--- config.mk ---
export PLATFORM = sky130hd
export DESIGN_NAME = rx_cmd_ctrl
export DESIGN_NICKNAME = d
export VERILOG_FILES = /design/src/rtl/rx_cmd_pkg.sv /design/src/rtl/rx_cmd_timer.sv /design/src/rtl/rx_cmd_ctrl.sv
export SDC_FILE = /design/constraint.sdc
export NUM_CORES = 1
export LEC_CHECK = 0
export ABC_AREA = 1
export ABC_CLOCK_PERIOD_IN_PS = 2950
export CORE_MARGIN = 2
export CORE_UTILIZATION = 50
export CTS_CLUSTER_SIZE = 28
export DETAILED_ROUTE_END_ITERATION = 12
export GPL_TIMING_DRIVEN = 0
export HOLD_SLACK_MARGIN = 0.08
export PLACE_DENSITY = 0.93
export SLEW_MARGIN = 10
export SYNTH_ARGS = -nofsm -noshare
export SYNTH_HDL_FRONTEND = slang
export SYNTH_HIERARCHICAL = 1
export SYNTH_SLANG_ARGS = --single-unit
export TNS_END_PERCENT = 20
--- constraint.sdc ---
create_clock -name clck -period 2.95 [get_ports clck]
set_clock_uncertainty 0.2 [all_clocks]
set_input_delay 0.59 -clock clck [delete_from_list [all_inputs] [get_ports clck]]
set_output_delay 0.59 -clock clck [all_outputs]
set_load 0.01 [all_outputs]
--- src/rtl/rx_cmd_pkg.sv ---
// Shared definitions for the receive-side command controller.
// Command codes, FSM state encoding and fixed ALU operand addresses.
package rx_cmd_pkg;

  localparam logic [7:0] CMD_WR     = 8'hAA;
  localparam logic [7:0] CMD_RD     = 8'hBB;
  localparam logic [7:0] CMD_ALU_OP = 8'hCC;
  localparam logic [7:0] CMD_ALU    = 8'hDD;

  localparam int unsigned OP_A_ADDR = 0;
  localparam int unsigned OP_B_ADDR = 1;

  typedef enum logic [3:0] {
    IDLE, WR_ADDR, WR_DATA, RD_ADDR, RD_WAIT,
    OP_A, OP_B, ALU_FN, ALU_WAIT, TX_LO, TX_HI
  } state_e;

  // States that are waiting on the next byte of a partially received frame.
  function automatic logic is_partial(state_e s);
    return s inside {WR_ADDR, WR_DATA, RD_ADDR, OP_A, OP_B, ALU_FN};
  endfunction

endpackage

--- src/rtl/rx_cmd_timer.sv ---
// Inactivity counter for partial frames; expires after TMO_CYC idle cycles.
// Only instantiated when RX_CMD_TIMEOUT_EN is defined.
module rx_cmd_timer #(
  parameter int unsigned TMO_CYC = 1023
) (
  input  logic clck,
  input  logic rst,
  input  logic clr,
  input  logic run,
  output logic expired
);

  localparam int unsigned CW = (TMO_CYC > 1) ? $clog2(TMO_CYC) : 1;

  logic [CW-1:0] cnt;

  always_ff @(posedge clck or negedge rst) begin
    if (!rst)     cnt <= '0;
    else if (clr) cnt <= '0;
    else if (run) cnt <= cnt + 1'b1;
  end

  // A byte arriving on the expiry cycle wins over the timeout.
  assign expired = run && !clr && (cnt == CW'(TMO_CYC - 1));

endmodule

--- src/rtl/rx_cmd_ctrl.sv ---
// Byte-stream command decoder driving a register file, an ALU and a transmitter.
// Optional partial-frame timeout is enabled with `define RX_CMD_TIMEOUT_EN.
module rx_cmd_ctrl
  import rx_cmd_pkg::*;
#(
  parameter int unsigned DATA_W  = 8,
  parameter int unsigned ADDR_W  = 4,
  parameter int unsigned TMO_CYC = 1023
) (
  input  logic                clck,
  input  logic                rst,
  input  logic [DATA_W-1:0]   rx_p_data,
  input  logic                rx_d_valid,
  input  logic [DATA_W-1:0]   rd_data,
  input  logic                rd_data_valid,
  input  logic [2*DATA_W-1:0] alu_out,
  input  logic                alu_out_valid,
  input  logic                tx_busy,
  output logic [ADDR_W-1:0]   addr,
  output logic                wr_en,
  output logic                rd_en,
  output logic [DATA_W-1:0]   wr_data,
  output logic                alu_en,
  output logic [3:0]          alu_fun,
  output logic                clk_gate_en,
  output logic [DATA_W-1:0]   tx_p_data,
  output logic                tx_d_valid,
  output logic                cmd_err
);

  state_e              state_q, state_d;
  logic [2*DATA_W-1:0] res_q, res_d;
  logic                is_alu_q, is_alu_d, busy_q;
  logic [ADDR_W-1:0]   addr_d;
  logic [DATA_W-1:0]   wr_data_d, tx_p_data_d;
  logic [3:0]          alu_fun_d;
  logic                wr_en_d, rd_en_d, alu_en_d, tx_d_valid_d, cmd_err_d;

`ifdef RX_CMD_TIMEOUT_EN
  logic tmo_expired;

  rx_cmd_timer #(.TMO_CYC(TMO_CYC)) u_timer (
    .clck    (clck),
    .rst     (rst),
    .clr     (rx_d_valid || !is_partial(state_q)),
    .run     (is_partial(state_q)),
    .expired (tmo_expired)
  );
`endif

  always_comb begin
    state_d      = state_q;
    res_d        = res_q;
    is_alu_d     = is_alu_q;
    addr_d       = addr;
    wr_data_d    = wr_data;
    alu_fun_d    = alu_fun;
    tx_p_data_d  = tx_p_data;
    wr_en_d      = 1'b0;
    rd_en_d      = 1'b0;
    alu_en_d     = 1'b0;
    tx_d_valid_d = 1'b0;
    cmd_err_d    = 1'b0;
    case (state_q)
      IDLE: if (rx_d_valid) begin
        if      (rx_p_data == DATA_W'(CMD_WR))     state_d = WR_ADDR;
        else if (rx_p_data == DATA_W'(CMD_RD))     state_d = RD_ADDR;
        else if (rx_p_data == DATA_W'(CMD_ALU_OP)) state_d = OP_A;
        else if (rx_p_data == DATA_W'(CMD_ALU))    state_d = ALU_FN;
        else                                       cmd_err_d = 1'b1;
      end
      WR_ADDR: if (rx_d_valid) begin
        addr_d  = rx_p_data[ADDR_W-1:0];
        state_d = WR_DATA;
      end
      WR_DATA: if (rx_d_valid) begin
        wr_data_d = rx_p_data;
        wr_en_d   = 1'b1;
        state_d   = IDLE;
      end
      RD_ADDR: if (rx_d_valid) begin
        addr_d  = rx_p_data[ADDR_W-1:0];
        rd_en_d = 1'b1;
        state_d = RD_WAIT;
      end
      RD_WAIT: begin
        cmd_err_d = rx_d_valid;
        if (rd_data_valid) begin
          tx_p_data_d = rd_data;
          res_d       = {{DATA_W{1'b0}}, rd_data};
          is_alu_d    = 1'b0;
          state_d     = TX_LO;
        end
      end
      OP_A: if (rx_d_valid) begin
        addr_d    = ADDR_W'(OP_A_ADDR);
        wr_data_d = rx_p_data;
        wr_en_d   = 1'b1;
        state_d   = OP_B;
      end
      OP_B: if (rx_d_valid) begin
        addr_d    = ADDR_W'(OP_B_ADDR);
        wr_data_d = rx_p_data;
        wr_en_d   = 1'b1;
        state_d   = ALU_FN;
      end
      ALU_FN: if (rx_d_valid) begin
        alu_fun_d = rx_p_data[3:0];
        alu_en_d  = 1'b1;
        state_d   = ALU_WAIT;
      end
      ALU_WAIT: begin
        cmd_err_d = rx_d_valid;
        if (alu_out_valid) begin
          res_d    = alu_out;
          is_alu_d = 1'b1;
          state_d  = TX_LO;
        end
      end
      TX_LO: begin
        cmd_err_d = rx_d_valid;
        if (!tx_busy) begin
          tx_p_data_d  = res_q[DATA_W-1:0];
          tx_d_valid_d = 1'b1;
          state_d      = is_alu_q ? TX_HI : IDLE;
        end
      end
      TX_HI: begin
        cmd_err_d = rx_d_valid;
        // Require a quiet cycle after busy drops so the high byte never races
        // the transmitter's release edge.
        if (!tx_busy && !busy_q) begin
          tx_p_data_d  = res_q[2*DATA_W-1:DATA_W];
          tx_d_valid_d = 1'b1;
          state_d      = IDLE;
        end
      end
      default: state_d = IDLE;
    endcase
`ifdef RX_CMD_TIMEOUT_EN
    if (tmo_expired) begin
      state_d   = IDLE;
      cmd_err_d = 1'b1;
    end
`endif
  end

  always_ff @(posedge clck or negedge rst) begin
    if (!rst) begin
      state_q     <= IDLE;
      res_q       <= '0;
      is_alu_q    <= 1'b0;
      busy_q      <= 1'b0;
      addr        <= '0;
      wr_en       <= 1'b0;
      rd_en       <= 1'b0;
      wr_data     <= '0;
      alu_en      <= 1'b0;
      alu_fun     <= '0;
      clk_gate_en <= 1'b0;
      tx_p_data   <= '0;
      tx_d_valid  <= 1'b0;
      cmd_err     <= 1'b0;
    end else begin
      state_q     <= state_d;
      res_q       <= res_d;
      is_alu_q    <= is_alu_d;
      busy_q      <= tx_busy;
      addr        <= addr_d;
      wr_en       <= wr_en_d;
      rd_en       <= rd_en_d;
      wr_data     <= wr_data_d;
      alu_en      <= alu_en_d;
      alu_fun     <= alu_fun_d;
      clk_gate_en <= state_d inside {OP_A, OP_B, ALU_FN, ALU_WAIT};
      tx_p_data   <= tx_p_data_d;
      tx_d_valid  <= tx_d_valid_d;
      cmd_err     <= cmd_err_d;
    end
  end

endmodule

==> flow_metrics.env <==
export IMPL_largest_net_degree_at_the_start_of_global_routing=29
export IMPL_maxCapViolations=0
export IMPL_die_area_um2=5550
export IMPL_synthesis_area_per_instance_um2=8.39
export IMPL_share_of_post_route_cells_with_drive_strength_above_1_pct=9.70
export IMPL_detail_route_drc_violations=0
export IMPL_synth_area_um2=2480
export IMPL_wl_met1_um=2620
export IMPL_routed_wl_met3_um=344
export IMPL_cp_end_kind="flop"
export IMPL_ys_seq_area_share_pct=52.4
export IMPL_finalNetCount=408
export IMPL_ctsResizeCount=0
export IMPL_most_common_library_cell_in_the_layout_ignoring_fill_and_taps="sky130_fd_sc_hd__nand2_1"
export IMPL_cp_start_kind="input port"
export IMPL_cts_root_buf="sky130_fd_sc_hd__clkbuf_8"
export IMPL_worst_hold_path_type="in -> async"
export IMPL_netlist_cell_type_count=31
export IMPL_slew_violations=0
export IMPL_areaGrowthSynthToFinish_pct=34.4
export IMPL_ant_nets=0
export IMPL_dr_first_iter_drc_count=159
export IMPL_power_leakage_nw=1.53
export IMPL_port_buffers=66
export IMPL_antennaDiodeCount=0
export IMPL_route_detailed_wl_per_inst_um=13.2
export IMPL_first_pass_grt_wire_length_um=9690
export IMPL_drt_pass1_iterations=4
export IMPL_route_top_layer_used="met4"
export IMPL_yosys_register_bits=52
export IMPL_synth_edf_count=0
export IMPL_total_power_mw=2.64
export IMPL_critical_path_arrival_ps=2190
export IMPL_hpwl_um=4370
export IMPL_critPathMaxFanout=5
export IMPL_tritoncts="yes"
export IMPL_numClockSinks=52
export IMPL_timing_rr_start="state_q[1]"
export IMPL_htreeDepth=2
export IMPL_synthesis_nets=334
export IMPL_syn_instance_count=296
export IMPL_postRouteWirelength_um=5770
export IMPL_grt_use_total_pct=22.8
export IMPL_numCtsBuffers=5
export IMPL_final_period_minus_worst_setup_slack_ps=2190
export IMPL_async_reset_ff_share_pct=100
export IMPL_postCtsSetupRepairBufs=0
export IMPL_fp_coreArea_um2=4750
export IMPL_cts_hold_repair_buffers=0
export IMPL_power_per_cell_area_nw_per_um2=792
export IMPL_worst_r2r_endpoint="tx_p_data[6]"
export IMPL_fmaxAchievable_mhz=456
export IMPL_pin_count=68
export IMPL_synthFlopType="sky130_fd_sc_hd__dfrtp_1"
export IMPL_worst_r2r_cell_count=7
export IMPL_critical_path_required_time_ps=2950
export IMPL_num_vias=2288
export IMPL_worst_setup_path_category="in -> reg"
export IMPL_worst_slew_pin_slew_ps=562
export IMPL_die_h_um=74.5
export IMPL_cts_path_max_buffers=2
export IMPL_mostFrequentLayoutCells="70 x sky130_fd_sc_hd__nand2_1, 65 x sky130_fd_sc_hd__clkdlybuf4s50_1, 52 x sky130_fd_sc_hd__dfrtp_1"
export IMPL_setup_viol_count_final=0
export IMPL_critical_path_startpoint="rx_p_data[2]"
export IMPL_fin_tns_setup_ps=0
export IMPL_grt_antenna_before_repair=0
export IMPL_chipWidth_um=74.5
export IMPL_outcome="complete, no violations"
export IMPL_relSlewSlack_pct=62.5
export IMPL_wl_met2_um=2710
export IMPL_clk_transition_reported_paths_ps=90
export IMPL_grt_setup_unrepaired="false"
export IMPL_placement_rows=25
export IMPL_start_util_pct=52.2
export IMPL_finalWeightedCongestion=0.897
export IMPL_ys_warnings_count=6
export IMPL_final_hold_vios=0
export IMPL_max_rail_drop_vdd_uv=460
export IMPL_ff2ff_setup_slack_ps=890
export IMPL_clkLatencyLatePin_ps=300
export IMPL_layout_worst_path_cycle_share_pct=74.3
export IMPL_route_detailed_vias_per_inst=5.22
export IMPL_first_global_vias=2108
export IMPL_grt_ovf=0
-- flip-flops by register name, indices dropped and copies added (netlist names) --
| signal | flops |
|---|---|
| wr_en | 1 |
| clk_gate_en | 1 |
| wr_data | 8 |
| state_q | 4 |
| alu_fun | 4 |
| is_alu_q | 1 |
| cmd_err | 1 |
| busy_q | 1 |
| res_q | 16 |
| rd_en | 1 |
| tx_d_valid | 1 |
| addr | 4 |
| alu_en | 1 |
| tx_p_data | 8 |
-- synthesized netlist by cell type, types with 3 or more instances --
master	instances	area, µm²
sky130_fd_sc_hd__nand2_1	70	263
sky130_fd_sc_hd__dfrtp_1	52	1300
sky130_fd_sc_hd__nor2_1	38	143
sky130_fd_sc_hd__inv_1	26	97.6
sky130_fd_sc_hd__o21ai_0	19	95.1
sky130_fd_sc_hd__nand3_1	13	65.1
sky130_fd_sc_hd__a21oi_1	12	60.1
sky130_fd_sc_hd__a31oi_1	9	56.3
sky130_fd_sc_hd__a221oi_1	8	70.1
sky130_fd_sc_hd__nor3_1	8	40.0
sky130_fd_sc_hd__nor2_2	6	37.5
sky130_fd_sc_hd__nand2_2	4	25.0
sky130_fd_sc_hd__buf_2	3	15.0
sky130_fd_sc_hd__inv_2	3	11.3
-- cells by family after synthesis --
group,count (synthesis),share of synthesized area (%)
AND/OR/NAND/NOR,149,27.2
AO/OA/AOI/OAI,56,13.6
flip-flops,52,52.4
buffers and inverters,38,6.35
multiplexers,1,0.453
-- per-stage QoR --
| stage | std cells | hold slack, ps | utilization (%) | instance area, µm² | setup WS (ps) |
|---|---|---|---|---|---|
| 2_1_floorplan | 296 | 94.4 | - | 2480 | 1180 |
| 3_3_place_gp | 429 | 263 | 67.9 | 3230 | -366 |
| 3_5_place_dp | 430 | 267 | 68.2 | 3240 | 473 |
| 4_1_cts | 438 | 83.2 | 70.2 | 3340 | 791 |
| 5_1_grt | 438 | 124 | 70.2 | 3340 | 554 |
| 6_report | 438 | 66.9 | 70.2 | 3340 | 759 |
-- cell type report --
cell class	count	area, µm²
multi-input combinational	206	1020
sequential	52	1300
fill	373	1420
timing repair buffer	67	676
inverter	31	116
buffer	7	41.3
clock buffer	7	86.3
tap	67	83.8
clock inverter	1	7.51
-- how the worst max path moves through the flow --
stage	to	slack (ps)
3_5_place_dp	clk_gate_en	470
2_1_floorplan	clk_gate_en	1180
6_report	clk_gate_en	760
4_1_cts	clk_gate_en	790
3_3_place_gp	res_q[15]	-370
5_1_grt	clk_gate_en	550
-- layer usage --
metal,track usage [%],vias to the layer above
li1,-,1126
met1,33.5,1057
met2,34.5,93
met3,4.20,12
met4,7.34,0
met5,0,-
-- critical path, cell delays in order --
cell	delay (ps)
sky130_fd_sc_hd__clkdlybuf4s50_1	560
sky130_fd_sc_hd__nand2_1	70
sky130_fd_sc_hd__nor2_1	200
sky130_fd_sc_hd__o21ai_0	190
sky130_fd_sc_hd__nand2_1	90
sky130_fd_sc_hd__nand2_1	60
sky130_fd_sc_hd__nand2_1	80
sky130_fd_sc_hd__nand2_1	50
sky130_fd_sc_hd__nand2_1	100
sky130_fd_sc_hd__nor2_1	50
sky130_fd_sc_hd__nor2_1	80
sky130_fd_sc_hd__nor2_1	50
-- power by group --
part	switching, mW	internal, mW
clock	0.227	0.191
combinational	0.548	0.531
sequential	0.150	0.997
Note: power is estimated with default switching activity, not from simulation.
